$ cat config.mk
export PLATFORM = sky130hd
export DESIGN_NAME = axi_lite_bus_monitor
export DESIGN_NICKNAME = d
export VERILOG_FILES = /design/src/rtl/axi_mon_pkg.sv /design/src/rtl/axi_mon_chan.sv /design/src/rtl/axi_lite_bus_monitor.sv
export SDC_FILE = /design/constraint.sdc
export NUM_CORES = 1
export LEC_CHECK = 0
export BUFFER_PORTS_ARGS = -buffer_cell sky130_fd_sc_hd__buf_2
export CAP_MARGIN = 0
export CORE_AREA = 2 2 284 426
export DETAILED_ROUTE_END_ITERATION = 8
export DIE_AREA = 0 0 286 428
export GPL_ROUTABILITY_DRIVEN = 0
export SLEW_MARGIN = 20
export SYNTH_ARGS = -nofsm -noshare
export SYNTH_HDL_FRONTEND = slang
export SYNTH_SLANG_ARGS = --single-unit
$ cat constraint.sdc
create_clock -name clk -period 14.9 [get_ports clk]
set_clock_uncertainty 0.05 [all_clocks]
set_input_delay 0.745 -clock clk [delete_from_list [all_inputs] [get_ports clk]]
set_output_delay 0.745 -clock clk [all_outputs]
set_load 0.05 [all_outputs]
$ cat src/rtl/axi_mon_pkg.sv
// Shared definitions for the AXI4-Lite bus monitor: event codes, timestamp width
// and trace entry sizing (AXIMON_TIMESTAMP_EN widens entries by TS_W bits).
package axi_mon_pkg;

    localparam logic EVT_RD = 1'b0;
    localparam logic EVT_WR = 1'b1;
    localparam int   TS_W   = 32;

    // A single-channel monitor still carries a one-bit channel id.
    function automatic int ch_id_w(input int num_ch);
        return (num_ch > 1) ? $clog2(num_ch) : 1;
    endfunction

    function automatic int trace_w(input int num_ch, input int addr_w);
`ifdef AXIMON_TIMESTAMP_EN
        return TS_W + ch_id_w(num_ch) + 1 + addr_w;
`else
        return ch_id_w(num_ch) + 1 + addr_w;
`endif
    endfunction

endpackage

$ cat src/rtl/axi_mon_chan.sv
// Per-channel AXI4-Lite monitor: saturating handshake counters, outstanding
// tracking, stall watchdog and sticky protocol-violation detection.
module axi_mon_chan #(
    parameter int ADDR_W  = 32,
    parameter int CNT_W   = 16,
    parameter int OST_W   = 4,
    parameter int TIMEOUT = 256
) (
    input  logic              clk,
    input  logic              rst_n,
    input  logic              clr,
    input  logic              arvalid,
    input  logic              arready,
    input  logic              awvalid,
    input  logic              awready,
    input  logic              wvalid,
    input  logic              wready,
    input  logic              rvalid,
    input  logic              rready,
    input  logic              bvalid,
    input  logic              bready,
    input  logic [ADDR_W-1:0] araddr,
    input  logic [ADDR_W-1:0] awaddr,
    output logic [CNT_W-1:0]  rd_cnt,
    output logic [CNT_W-1:0]  wr_cnt,
    output logic              timeout_err,
    output logic              proto_err
);

    localparam int                WD_W    = $clog2(TIMEOUT + 1);
    localparam logic [WD_W-1:0]   WD_MAX  = WD_W'(TIMEOUT - 1);
    localparam logic [WD_W-1:0]   WD_ONE  = WD_W'(1);
    localparam logic [OST_W-1:0]  OST_ONE = OST_W'(1);
    localparam logic [CNT_W-1:0]  CNT_ONE = CNT_W'(1);

    // Returns {error, next_count}; simultaneous inc/dec is a no-op.
    function automatic logic [OST_W:0] ost_step(input logic [OST_W-1:0] cnt,
                                                input logic inc, input logic dec);
        logic [OST_W:0] res;
        res = {1'b0, cnt};
        if (inc && !dec) begin
            if (cnt == '1) res = {1'b1, cnt};
            else           res = {1'b0, cnt + OST_ONE};
        end else if (dec && !inc) begin
            if (cnt == '0) res = {1'b1, cnt};
            else           res = {1'b0, cnt - OST_ONE};
        end else begin
            res = {1'b0, cnt};
        end
        return res;
    endfunction

    function automatic logic [CNT_W-1:0] sat_inc(input logic [CNT_W-1:0] cnt, input logic inc);
        return (inc && (cnt != '1)) ? cnt + CNT_ONE : cnt;
    endfunction

    logic ar_hs_s, aw_hs_s, w_hs_s, r_hs_s, b_hs_s, any_hs_s;
    logic ar_stall_s, aw_stall_s, w_stall_s, stall_s;
    logic withdraw_s, addr_chg_s, viol_s;
    logic [OST_W:0] rd_step_s, wr_step_s;

    logic [CNT_W-1:0]  rd_cnt_r, wr_cnt_r;
    logic [OST_W-1:0]  rd_ost_r, wr_ost_r;
    logic [WD_W-1:0]   wd_r;
    logic              ar_stall_r, aw_stall_r, w_stall_r;
    logic [ADDR_W-1:0] araddr_r, awaddr_r;
    logic              timeout_err_r, proto_err_r;

    assign ar_hs_s    = arvalid & arready;
    assign aw_hs_s    = awvalid & awready;
    assign w_hs_s     = wvalid  & wready;
    assign r_hs_s     = rvalid  & rready;
    assign b_hs_s     = bvalid  & bready;
    assign any_hs_s   = ar_hs_s | aw_hs_s | w_hs_s | r_hs_s | b_hs_s;
    assign ar_stall_s = arvalid & ~arready;
    assign aw_stall_s = awvalid & ~awready;
    assign w_stall_s  = wvalid  & ~wready;
    assign stall_s    = ar_stall_s | aw_stall_s | w_stall_s;

    assign rd_step_s  = ost_step(rd_ost_r, ar_hs_s, r_hs_s);
    assign wr_step_s  = ost_step(wr_ost_r, aw_hs_s, b_hs_s);

    // A stall seen last edge must still be asserted with the same address now.
    assign withdraw_s = (ar_stall_r & ~arvalid) | (aw_stall_r & ~awvalid) | (w_stall_r & ~wvalid);
    assign addr_chg_s = (ar_stall_r & arvalid & (araddr != araddr_r)) |
                        (aw_stall_r & awvalid & (awaddr != awaddr_r));
    assign viol_s     = rd_step_s[OST_W] | wr_step_s[OST_W] | withdraw_s | addr_chg_s;

    // Channel state: counters, outstanding counts, watchdog and sticky flags.
    always_ff @(posedge clk or negedge rst_n) begin
        if (!rst_n) begin
            rd_cnt_r      <= '0;
            wr_cnt_r      <= '0;
            rd_ost_r      <= '0;
            wr_ost_r      <= '0;
            wd_r          <= '0;
            ar_stall_r    <= 1'b0;
            aw_stall_r    <= 1'b0;
            w_stall_r     <= 1'b0;
            araddr_r      <= '0;
            awaddr_r      <= '0;
            timeout_err_r <= 1'b0;
            proto_err_r   <= 1'b0;
        end else if (clr) begin
            rd_cnt_r      <= '0;
            wr_cnt_r      <= '0;
            rd_ost_r      <= '0;
            wr_ost_r      <= '0;
            wd_r          <= '0;
            ar_stall_r    <= 1'b0;
            aw_stall_r    <= 1'b0;
            w_stall_r     <= 1'b0;
            araddr_r      <= '0;
            awaddr_r      <= '0;
            timeout_err_r <= 1'b0;
            proto_err_r   <= 1'b0;
        end else begin
            rd_cnt_r    <= sat_inc(rd_cnt_r, ar_hs_s);
            wr_cnt_r    <= sat_inc(wr_cnt_r, aw_hs_s);
            rd_ost_r    <= rd_step_s[OST_W-1:0];
            wr_ost_r    <= wr_step_s[OST_W-1:0];
            ar_stall_r  <= ar_stall_s;
            aw_stall_r  <= aw_stall_s;
            w_stall_r   <= w_stall_s;
            araddr_r    <= araddr;
            awaddr_r    <= awaddr;
            proto_err_r <= proto_err_r | viol_s;
            if (any_hs_s || !stall_s) begin
                wd_r <= '0;
            end else if (wd_r == WD_MAX) begin
                timeout_err_r <= 1'b1;
            end else begin
                wd_r <= wd_r + WD_ONE;
            end
        end
    end

    assign rd_cnt      = rd_cnt_r;
    assign wr_cnt      = wr_cnt_r;
    assign timeout_err = timeout_err_r;
    assign proto_err   = proto_err_r;

endmodule

$ cat src/rtl/axi_lite_bus_monitor.sv
// AXI4-Lite bus monitor top: per-channel monitors plus a prioritised trace FIFO.
// Defining AXIMON_TIMESTAMP_EN prefixes each trace entry with a 32-bit cycle stamp.
module axi_lite_bus_monitor
    import axi_mon_pkg::*;
#(
    parameter int NUM_CH      = 2,
    parameter int ADDR_W      = 32,
    parameter int CNT_W       = 16,
    parameter int OST_W       = 4,
    parameter int TIMEOUT     = 256,
    parameter int TRACE_DEPTH = 16
) (
    input  logic                                 clk,
    input  logic                                 rst_n,
    input  logic                                 clr,
    input  logic [NUM_CH-1:0]                    arvalid,
    input  logic [NUM_CH-1:0]                    arready,
    input  logic [NUM_CH-1:0]                    awvalid,
    input  logic [NUM_CH-1:0]                    awready,
    input  logic [NUM_CH-1:0]                    wvalid,
    input  logic [NUM_CH-1:0]                    wready,
    input  logic [NUM_CH-1:0]                    rvalid,
    input  logic [NUM_CH-1:0]                    rready,
    input  logic [NUM_CH-1:0]                    bvalid,
    input  logic [NUM_CH-1:0]                    bready,
    input  logic [NUM_CH*ADDR_W-1:0]             araddr,
    input  logic [NUM_CH*ADDR_W-1:0]             awaddr,
    output logic [NUM_CH*CNT_W-1:0]              rd_cnt,
    output logic [NUM_CH*CNT_W-1:0]              wr_cnt,
    output logic [NUM_CH-1:0]                    timeout_err,
    output logic [NUM_CH-1:0]                    proto_err,
    input  logic                                 trace_pop,
    output logic                                 trace_empty,
    output logic [trace_w(NUM_CH, ADDR_W)-1:0]   trace_data,
    output logic                                 trace_lost
);

    localparam int              ID_W    = ch_id_w(NUM_CH);
    localparam int              TR_W    = trace_w(NUM_CH, ADDR_W);
    localparam int              PTR_W   = $clog2(TRACE_DEPTH);
    localparam logic [PTR_W:0]  PTR_ONE = (PTR_W + 1)'(1);

    genvar g;
    generate
        for (g = 0; g < NUM_CH; g++) begin : g_chan
            axi_mon_chan #(
                .ADDR_W  (ADDR_W),
                .CNT_W   (CNT_W),
                .OST_W   (OST_W),
                .TIMEOUT (TIMEOUT)
            ) u_chan (
                .clk         (clk),
                .rst_n       (rst_n),
                .clr         (clr),
                .arvalid     (arvalid[g]),
                .arready     (arready[g]),
                .awvalid     (awvalid[g]),
                .awready     (awready[g]),
                .wvalid      (wvalid[g]),
                .wready      (wready[g]),
                .rvalid      (rvalid[g]),
                .rready      (rready[g]),
                .bvalid      (bvalid[g]),
                .bready      (bready[g]),
                .araddr      (araddr[g*ADDR_W +: ADDR_W]),
                .awaddr      (awaddr[g*ADDR_W +: ADDR_W]),
                .rd_cnt      (rd_cnt[g*CNT_W +: CNT_W]),
                .wr_cnt      (wr_cnt[g*CNT_W +: CNT_W]),
                .timeout_err (timeout_err[g]),
                .proto_err   (proto_err[g])
            );
        end
    endgenerate

    logic [2*NUM_CH-1:0] cand_s;
    logic                push_req_s, lost_cand_s;
    logic [ID_W-1:0]     sel_ch_s;
    logic                sel_wr_s;
    logic [ADDR_W-1:0]   sel_addr_s;
    logic [TR_W-1:0]     push_entry_s;

    // Candidate order: ch0 AR, ch0 AW, ch1 AR, ... ; scanning downwards leaves the winner.
    always_comb begin
        sel_ch_s   = '0;
        sel_wr_s   = EVT_RD;
        sel_addr_s = '0;
        for (int k = 0; k < NUM_CH; k++) begin
            cand_s[2*k]   = arvalid[k] & arready[k];
            cand_s[2*k+1] = awvalid[k] & awready[k];
        end
        for (int k = 2*NUM_CH-1; k >= 0; k--) begin
            if (cand_s[k]) begin
                sel_ch_s   = ID_W'(k / 2);
                sel_wr_s   = k[0] ? EVT_WR : EVT_RD;
                sel_addr_s = k[0] ? awaddr[(k/2)*ADDR_W +: ADDR_W] : araddr[(k/2)*ADDR_W +: ADDR_W];
            end else begin
                sel_ch_s   = sel_ch_s;
            end
        end
        push_req_s  = |cand_s;
        lost_cand_s = ($countones(cand_s) > 1);
    end

`ifdef AXIMON_TIMESTAMP_EN
    logic [TS_W-1:0] ts_r;

    // Free-running cycle stamp.
    always_ff @(posedge clk or negedge rst_n) begin
        if (!rst_n)   ts_r <= '0;
        else if (clr) ts_r <= '0;
        else          ts_r <= ts_r + TS_W'(1);
    end

    assign push_entry_s = {ts_r, sel_ch_s, sel_wr_s, sel_addr_s};
`else
    assign push_entry_s = {sel_ch_s, sel_wr_s, sel_addr_s};
`endif

    logic [TR_W-1:0]  mem_r [TRACE_DEPTH];
    logic [PTR_W:0]   wr_ptr_r, rd_ptr_r, wr_ptr_nxt_s, rd_ptr_nxt_s;
    logic             empty_s, full_s, pop_ok_s, push_ok_s, lost_s;
    logic [TR_W-1:0]  head_nxt_s;
    logic             trace_empty_r, trace_lost_r;
    logic [TR_W-1:0]  trace_data_r;

    assign empty_s   = (wr_ptr_r == rd_ptr_r);
    assign full_s    = (wr_ptr_r[PTR_W] != rd_ptr_r[PTR_W]) &&
                       (wr_ptr_r[PTR_W-1:0] == rd_ptr_r[PTR_W-1:0]);
    assign pop_ok_s  = trace_pop & ~empty_s;
    assign push_ok_s = push_req_s & (~full_s | pop_ok_s);
    assign lost_s    = lost_cand_s | (push_req_s & ~push_ok_s);

    // Next pointers and next head; a push into an emptied FIFO becomes the head directly.
    always_comb begin
        wr_ptr_nxt_s = push_ok_s ? wr_ptr_r + PTR_ONE : wr_ptr_r;
        rd_ptr_nxt_s = pop_ok_s  ? rd_ptr_r + PTR_ONE : rd_ptr_r;
        if (rd_ptr_nxt_s == wr_ptr_nxt_s) begin
            head_nxt_s = '0;
        end else if (push_ok_s && (rd_ptr_nxt_s == wr_ptr_r)) begin
            head_nxt_s = push_entry_s;
        end else begin
            head_nxt_s = mem_r[rd_ptr_nxt_s[PTR_W-1:0]];
        end
    end

    // Trace storage; contents need no reset because the pointers gate visibility.
    always_ff @(posedge clk) begin
        if (push_ok_s && !clr) begin
            mem_r[wr_ptr_r[PTR_W-1:0]] <= push_entry_s;
        end else begin
            mem_r[wr_ptr_r[PTR_W-1:0]] <= mem_r[wr_ptr_r[PTR_W-1:0]];
        end
    end

    // FIFO pointers, registered head/status and the sticky lost flag.
    always_ff @(posedge clk or negedge rst_n) begin
        if (!rst_n) begin
            wr_ptr_r      <= '0;
            rd_ptr_r      <= '0;
            trace_empty_r <= 1'b1;
            trace_data_r  <= '0;
            trace_lost_r  <= 1'b0;
        end else if (clr) begin
            wr_ptr_r      <= '0;
            rd_ptr_r      <= '0;
            trace_empty_r <= 1'b1;
            trace_data_r  <= '0;
            trace_lost_r  <= 1'b0;
        end else begin
            wr_ptr_r      <= wr_ptr_nxt_s;
            rd_ptr_r      <= rd_ptr_nxt_s;
            trace_empty_r <= (wr_ptr_nxt_s == rd_ptr_nxt_s);
            trace_data_r  <= head_nxt_s;
            trace_lost_r  <= trace_lost_r | lost_s;
        end
    end

    assign trace_empty = trace_empty_r;
    assign trace_data  = trace_data_r;
    assign trace_lost  = trace_lost_r;

endmodule

==> impl_metrics.json, run 1 <==
{
  "maxCapViolations": 0,
  "tightest_pin_transition_ps": 1320,
  "class_of_the_most_critical_hold_timing_path": "in -> async",
  "fmax_mhz": 193,
  "synth_nets": 3666,
  "detailedPlace.worstSlack_ps": 9770,
  "r2r_setup_slack_ps": 9710,
  "rr_endpoint": "trace_data[33]",
  "fraction_of_final_layout_cells_sized_beyond_drive_strength_1_pct": 13.9,
  "worstSetupEndpointType": "flip-flop",
  "synth_enable_flop_cells": 544,
  "timing.slew.headroom_pct": 11.7,
  "vias_per_cell": 5.53,
  "finalSetupTns_ps": 0,
  "max-vdd-ir-drop_mv": 0.208,
  "cts_tree": "built",
  "layout_worst_path_cycle_share_pct": 34.9,
  "final-max-slew-violation-count": 0,
  "die-height_um": 428,
  "drt_iter0_markers": 2057,
  "drt.antenna.violating_nets": 0,
  "worstPathBufferInverterCount": 2,
  "numPlacedInstances": 5127,
  "clk_root_buffer_cell": "clkbuf_16",
  "nNetsFinal": 3812,
  "path_class": "reg -> reg",
  "crit_chain": "ha_4 > buf_12 > buf_4 > mux2i_1 > mux2i_1 > mux2_2 > a2111oi_0 > or4_1 > a21oi_1",
  "multi_input_comb_area_um2": 16800,
  "timing_endpoint_of_the_critical_path": "trace_data[33]",
  "unrepaired_setup_endpoints_after_global_routing": "false",
  "ys_seq_area_share_pct": 56.7,
  "globalRoute.totalOverflow": 0,
  "finish.utilization_pct": 39.5,
  "cts_bufs_inserted": 78,
  "h-tree-depth": 3,
  "grt_start_max_net_pins": 180,
  "period_needed_ps": 5190,
  "final_cells": 5282,
  "cts_setup_buffers": 0,
  "synth_cell_type_count": 68,
  "vias": 29200,
  "finalPower_mw": 6.59,
  "critical_path_arrival_ps": 5700,
  "syn-cell-area_um2": 41200,
  "synth-async-reset-ratio_pct": 34.1,
  "static-leakage-power_nw": 16.9,
  "drt_first_pass_iters": 6,
  "antenna_found_initial": 23,
  "clock_tree.buffer_depth": 3,
  "regArea_um2": 23400,
  "clock_insertion_delay_worst_skew_ps": 690,
  "portBuffers": 255,
  "core_area_um2": 119000,
  "critPathLaunch": "rd_ptr_r[0]",
  "setup_viol": 0,
  "yosys_warnings": 0,
  "detail_route.wl_per_cell_um": 22.6,
  "status": "finished clean",
  "ff2ff_path_depth": 9,
  "critical-path-top-delay-family": "buffers and inverters",
  "boundaryPins": 256,
  "drcViolationCount": 0,
  "area.growth.synth_to_final_pct": 13.6,
  "grt_use_total_pct": 19.2,
  "synthFlopType": "edfxtp_1",
  "grt_first_pass_wirelength_um": 180000,
  "synth_area_per_cell_um2": 11.8,
  "detailedPlacementHpwl_um": 73200,
  "die-area_um2": 122000,
  "die_w_um": 286,
  "initial_utilization_pct": 34.8,
  "clk_pin_slew_ps": 70,
  "synth.ff_latch_count": 826,
  "timing.critical_path.slowest_stage_cell": "ha_4",
  "placementRows": 155,
  "synthCells": 3491,
  "via_count_of_the_first_global_routing_pass": 29500,
  "timing.final.hold_violations": 0,
  "clock_sinks": 826,
  "critical_path_required_ps": 15410,
  "cts_hold_repair.buffers": 0,
  "fill_cells": 11400,
  "worst_r2r_startpoint": "rd_ptr_r[0]",
  "max_fo_critical_path": 157,
  "crit_path_max_incr_delay_ps": 880,
  "path_common_cell": "mux2i_1",
  "worst_slack_ps": 9710,
  "path_depth": 9,
  "routed_wl_um": 119000,
  "timing.critical_path.from_type": "flip-flop",
  "powerDensity_nw_per_um2": 141,
  "cts-resized-gates": 0
}
-- report_power, final --
| group | switching [mW] | total (mW) | internal, mW |
|---|---|---|---|
| Combinational | 1.21 | 1.87 | 0.653 |
| Clock | 0.908 | 2.08 | 1.17 |
| Sequential | 0.0821 | 2.64 | 2.56 |
-- worst reg2reg max path, delay by kind of cell (launching register included) --
family | cells | cell delay (ps)
buffers and inverters | 2 | 1740
adders and majority gates | 1 | 890
AOI/OAI and AO/OA | 2 | 780
DFF | 1 | 730
muxes | 3 | 690
and+or+nand+nor | 1 | 210
-- sequential cells by signal, summed over array words and instances, names as in the netlist, 5 cells and up --
signal,cells
g_chan.u_chan.wd_r,18
wr_ptr_r,5
trace_data,34
g_chan.u_chan.rd_ost_r,8
g_chan.u_chan.araddr_r,64
rd_ptr_r,5
mem_r,544
g_chan.u_chan.rd_cnt,32
g_chan.u_chan.awaddr_r,64
g_chan.u_chan.wr_ost_r,8
g_chan.u_chan.wr_cnt,32
-- through the flow --
stage                     hold slack (ps)  cell area [um2]
after CTS                             132            46800
after global placement                427            44200
after floorplan                       399            41200
final                                 110            46800
after global routing                  160            46800
after detailed placement              439            44200
-- layout by cell type (no fill, tap or decap), types with 31 or more instances in the layout --
cell type,instances
a2111oi_0,72
nor3_1,56
nand2_1,242
nor2_1,164
a22oi_1,32
nor2b_1,323
o211a_1,31
buf_4,75
mux2i_1,339
xor2_1,172
nand3_1,42
inv_1,37
a21oi_1,80
nand2b_1,35
nor4_1,35
dfrtp_1,279
buf_2,253
clkbuf_16,78
a311oi_1,67
o21ai_0,66
edfxtp_1,544
a211oi_1,352
-- synthesized netlist by cell type (all sizes together), types with 17 or more instances --
cell | n | area (um2)
a2111oi | 72 | 631
a211oi | 352 | 2640
a21oi | 81 | 405
a22oi | 32 | 240
a311oi | 67 | 587
and2 | 17 | 106
buf | 68 | 329
clkbuf | 199 | 747
dfrtp | 281 | 7030
edfxtp | 544 | 16300
ha | 22 | 275
inv | 38 | 143
mux2i | 339 | 3390
nand2 | 244 | 916
nand2b | 35 | 219
nand3 | 42 | 210
nand4 | 29 | 181
nor2 | 168 | 631
nor2b | 323 | 2020
nor3 | 58 | 295
nor4 | 38 | 253
o211a | 31 | 310
o21ai | 91 | 459
xnor2 | 31 | 279
xor2 | 174 | 1540
-- cell type report --
cell class / instances / area share, %
flip-flops and latches: 826 / 49.9
clock inverters: 36 / 0.929
clock buffers: 109 / 4.67
multi-input cells: 2360 / 35.8
well taps: 1570 / 4.19
repair buffers: 333 / 4.09
inverters: 38 / 0.304
diodes: 10 / 0.0534
-- worst min-delay path by stage --
stage	endpoint	slack (ps)	depth (start not counted)
4_1_cts	g_chan[0].u_chan.rd_cnt[5]	130	1
2_1_floorplan	g_chan[0].u_chan.ar_stall_r	400	0
6_report	g_chan[0].u_chan.rd_cnt[4]	110	1
3_5_place_dp	g_chan[1].u_chan.timeout_err	440	1
3_3_place_gp	g_chan[1].u_chan.timeout_err	430	1
5_1_grt	g_chan[0].u_chan.rd_cnt[6]	160	1
-- per-layer routing --
metal  vias up  wire length (um)  global-route usage (%)
met3       246              6260                    3.39
met1     14700             48500                    23.3
met5         -               125                       0
met2       817             60000                    33.5
li1      13400                 -                       -
met4        20              4530                    7.83
-- logic make-up (layout without fill, tap and decap cells) --
kind of cell | after synthesis | count (layout) | synth area share (%)
other cells | 0 | 10 | 0
xor+xnor | 205 | 205 | 4.41
compound gates | 781 | 781 | 13.9
fa+ha+maj | 23 | 23 | 0.716
flops | 826 | 826 | 56.7
simple gates | 1000 | 1000 | 12.5
mux | 351 | 351 | 8.80
buf+inv | 305 | 516 | 2.95
(Power assumes the default switching activity.)
==> run 2, diff against run 1 <==
==> constraint.sdc (replaced) <==
create_clock -name clk -period 5.2 [get_ports clk]
set_clock_uncertainty 0.05 [all_clocks]
set_input_delay 0.26 -clock clk [delete_from_list [all_inputs] [get_ports clk]]
set_output_delay 0.26 -clock clk [all_outputs]
set_load 0.05 [all_outputs]
==> impl_metrics.json, run 2 (synthesized netlist as in run 1, its figures left out) <==
{
  "status": "finished clean",
  "drt_first_pass_iters": 8,
  "max-vdd-ir-drop_mv": 0.335,
  "die-area_um2": 122000,
  "clk_pin_slew_ps": 70,
  "maxCapViolations": 0,
  "via_count_of_the_first_global_routing_pass": 30200,
  "drt_iter0_markers": 2091,
  "clk_root_buffer_cell": "clkbuf_16",
  "clock_tree.buffer_depth": 3,
  "combinationalPowerShare_pct": 29.7,
  "fill_cells": 11200,
  "detail_route.wl_per_cell_um": 22.8,
  "multi_input_comb_area_um2": 16800,
  "grt_use_total_pct": 19.9,
  "setup_viol": 0,
  "internal_power_mw": 12.5,
  "die_w_um": 286,
  "core_area_um2": 119000,
  "vias": 29900,
  "tightest_pin_transition_ps": 1060,
  "cts_hold_repair.buffers": 149,
  "grt_first_pass_wirelength_um": 186000,
  "crit_chain": "xor2_1 > nor4_4 > a21o_4 > a21oi_1 > xnor2_1 > or3_1 > a311o_4 > o211a_1",
  "globalRoute.totalOverflow": 0,
  "portBuffers": 255,
  "detailedPlace.worstSlack_ps": 1220,
  "drt.antenna.violating_nets": 0,
  "cts-resized-gates": 0,
  "vias_per_cell": 5.49,
  "layout_worst_path_cycle_share_pct": 76.5,
  "crit_path_max_incr_delay_ps": 680,
  "initial_utilization_pct": 34.8,
  "sequentialPowerShare_pct": 39.7,
  "clock_sinks": 826,
  "drcViolationCount": 0,
  "final-max-slew-violation-count": 0,
  "worst_slack_ps": 1220,
  "powerDensity_nw_per_um2": 391,
  "critical_path_required_ps": 5710,
  "worstSetupEndpointType": "flip-flop",
  "path_class": "reg -> reg",
  "layout.cells.most_common": "edfxtp_1",
  "worstPathBufferInverterCount": 0,
  "cts_tree": "built",
  "unrepaired_setup_endpoints_after_global_routing": "false",
  "fraction_of_final_layout_cells_sized_beyond_drive_strength_1_pct": 13.8,
  "routed_wl_um": 124000,
  "antenna_found_initial": 5,
  "power.share.switching_pct": 34.1,
  "die-height_um": 428,
  "power_switching_mw": 6.47,
  "cts_bufs_inserted": 77,
  "fmax_mhz": 251,
  "timing.critical_path.slowest_stage_cell": "a311o_4",
  "nNetsFinal": 3977,
  "critical_path_arrival_ps": 4480,
  "timing.critical_path.from_type": "flip-flop",
  "grt_start_max_net_pins": 161,
  "clock_insertion_delay_worst_skew_ps": 690,
  "max_fo_critical_path": 56,
  "period_needed_ps": 3980,
  "mostFrequentLayoutCells": "edfxtp_1 (544), a211oi_1 (352), mux2i_1 (339)",
  "static-leakage-power_nw": 17.6,
  "area.growth.synth_to_final_pct": 17.7,
  "timing.final.hold_violations": 0,
  "timing.slew.headroom_pct": 29.1,
  "detailedPlacementHpwl_um": 76700,
  "class_of_the_most_critical_hold_timing_path": "in -> reg",
  "cts_setup_buffers": 0,
  "h-tree-depth": 3,
  "boundaryPins": 256,
  "clock_power_share_pct": 30.6,
  "placementRows": 155,
  "regArea_um2": 23400,
  "critical-path-top-delay-family": "compound AO/OA/AOI/OAI gates",
  "finalSetupTns_ps": 0,
  "largest_reg_flops": 544
}
[run 2: power by group through the flow]
stage               registers [mW]  clock network [mW]  logic (mW)
finish                        7.53                5.81        5.64
global route                  7.55                6.13        6.08
CTS                           7.54                5.91        5.63
detailed placement            7.67                   0        5.52
global placement              7.67                   0        5.48
floorplan                     7.88                   0        3.71
[run 2: area by class of cell]
cell class / count / area share (%)
multi-input cells: 2360 / 34.6
repair buffers: 499 / 7.65
inverters: 38 / 0.294
flip-flops and latches: 826 / 48.2
clock inverters: 38 / 0.784
clock buffers: 106 / 4.40
diodes: 1 / 0.00516
well taps: 1570 / 4.05
[run 2: path summary, 6_finish.rpt]
path / start / to / slack (ps) / cells past startpoint
setup / recovery: rd_ptr_r[0] / trace_data[14] / 1220 / 8
hold / removal: rready[1] / g_chan[1].u_chan.rd_ost_r[1] / 40 / 4
setup reg to reg: rd_ptr_r[0] / trace_data[14] / 1220 / 8
hold reg to reg: g_chan[0].u_chan.wd_r[8] / g_chan[0].u_chan.wd_r[8] / 470 / 2
max in group asynchronous: rst_n / g_chan[1].u_chan.araddr_r[21] / 3600 / 3
min in group asynchronous: rst_n / g_chan[0].u_chan.rd_cnt[4] / 200 / 2
[run 2: worst min-delay path: stages]
cell      delay (ps)
buf_2             90
a21oi_1          120
a32oi_1          170
a211oi_1          90
[run 2: metal layers]
layer  up-vias  routed length, um  track usage, %
met5         -                 11               0
met4         2               4160            7.35
met3       217               6490            2.83
met2       976              64200            35.8
met1     14900              49000            23.8
li1      13700                  -               -
[run 2: stage by stage]
stage	util, %	power [mW]	instances	instance area [um2]	hold WS (ps)
after global routing	40.9	19.8	5437	48500	79.0
after detailed placement	37.5	13.2	5144	44500	348
final	40.9	19.0	5438	48500	44.6
after floorplan	-	11.6	3491	41200	-85.6
after CTS	40.9	19.1	5437	48500	2.40
after global placement	37.5	13.2	5144	44500	352
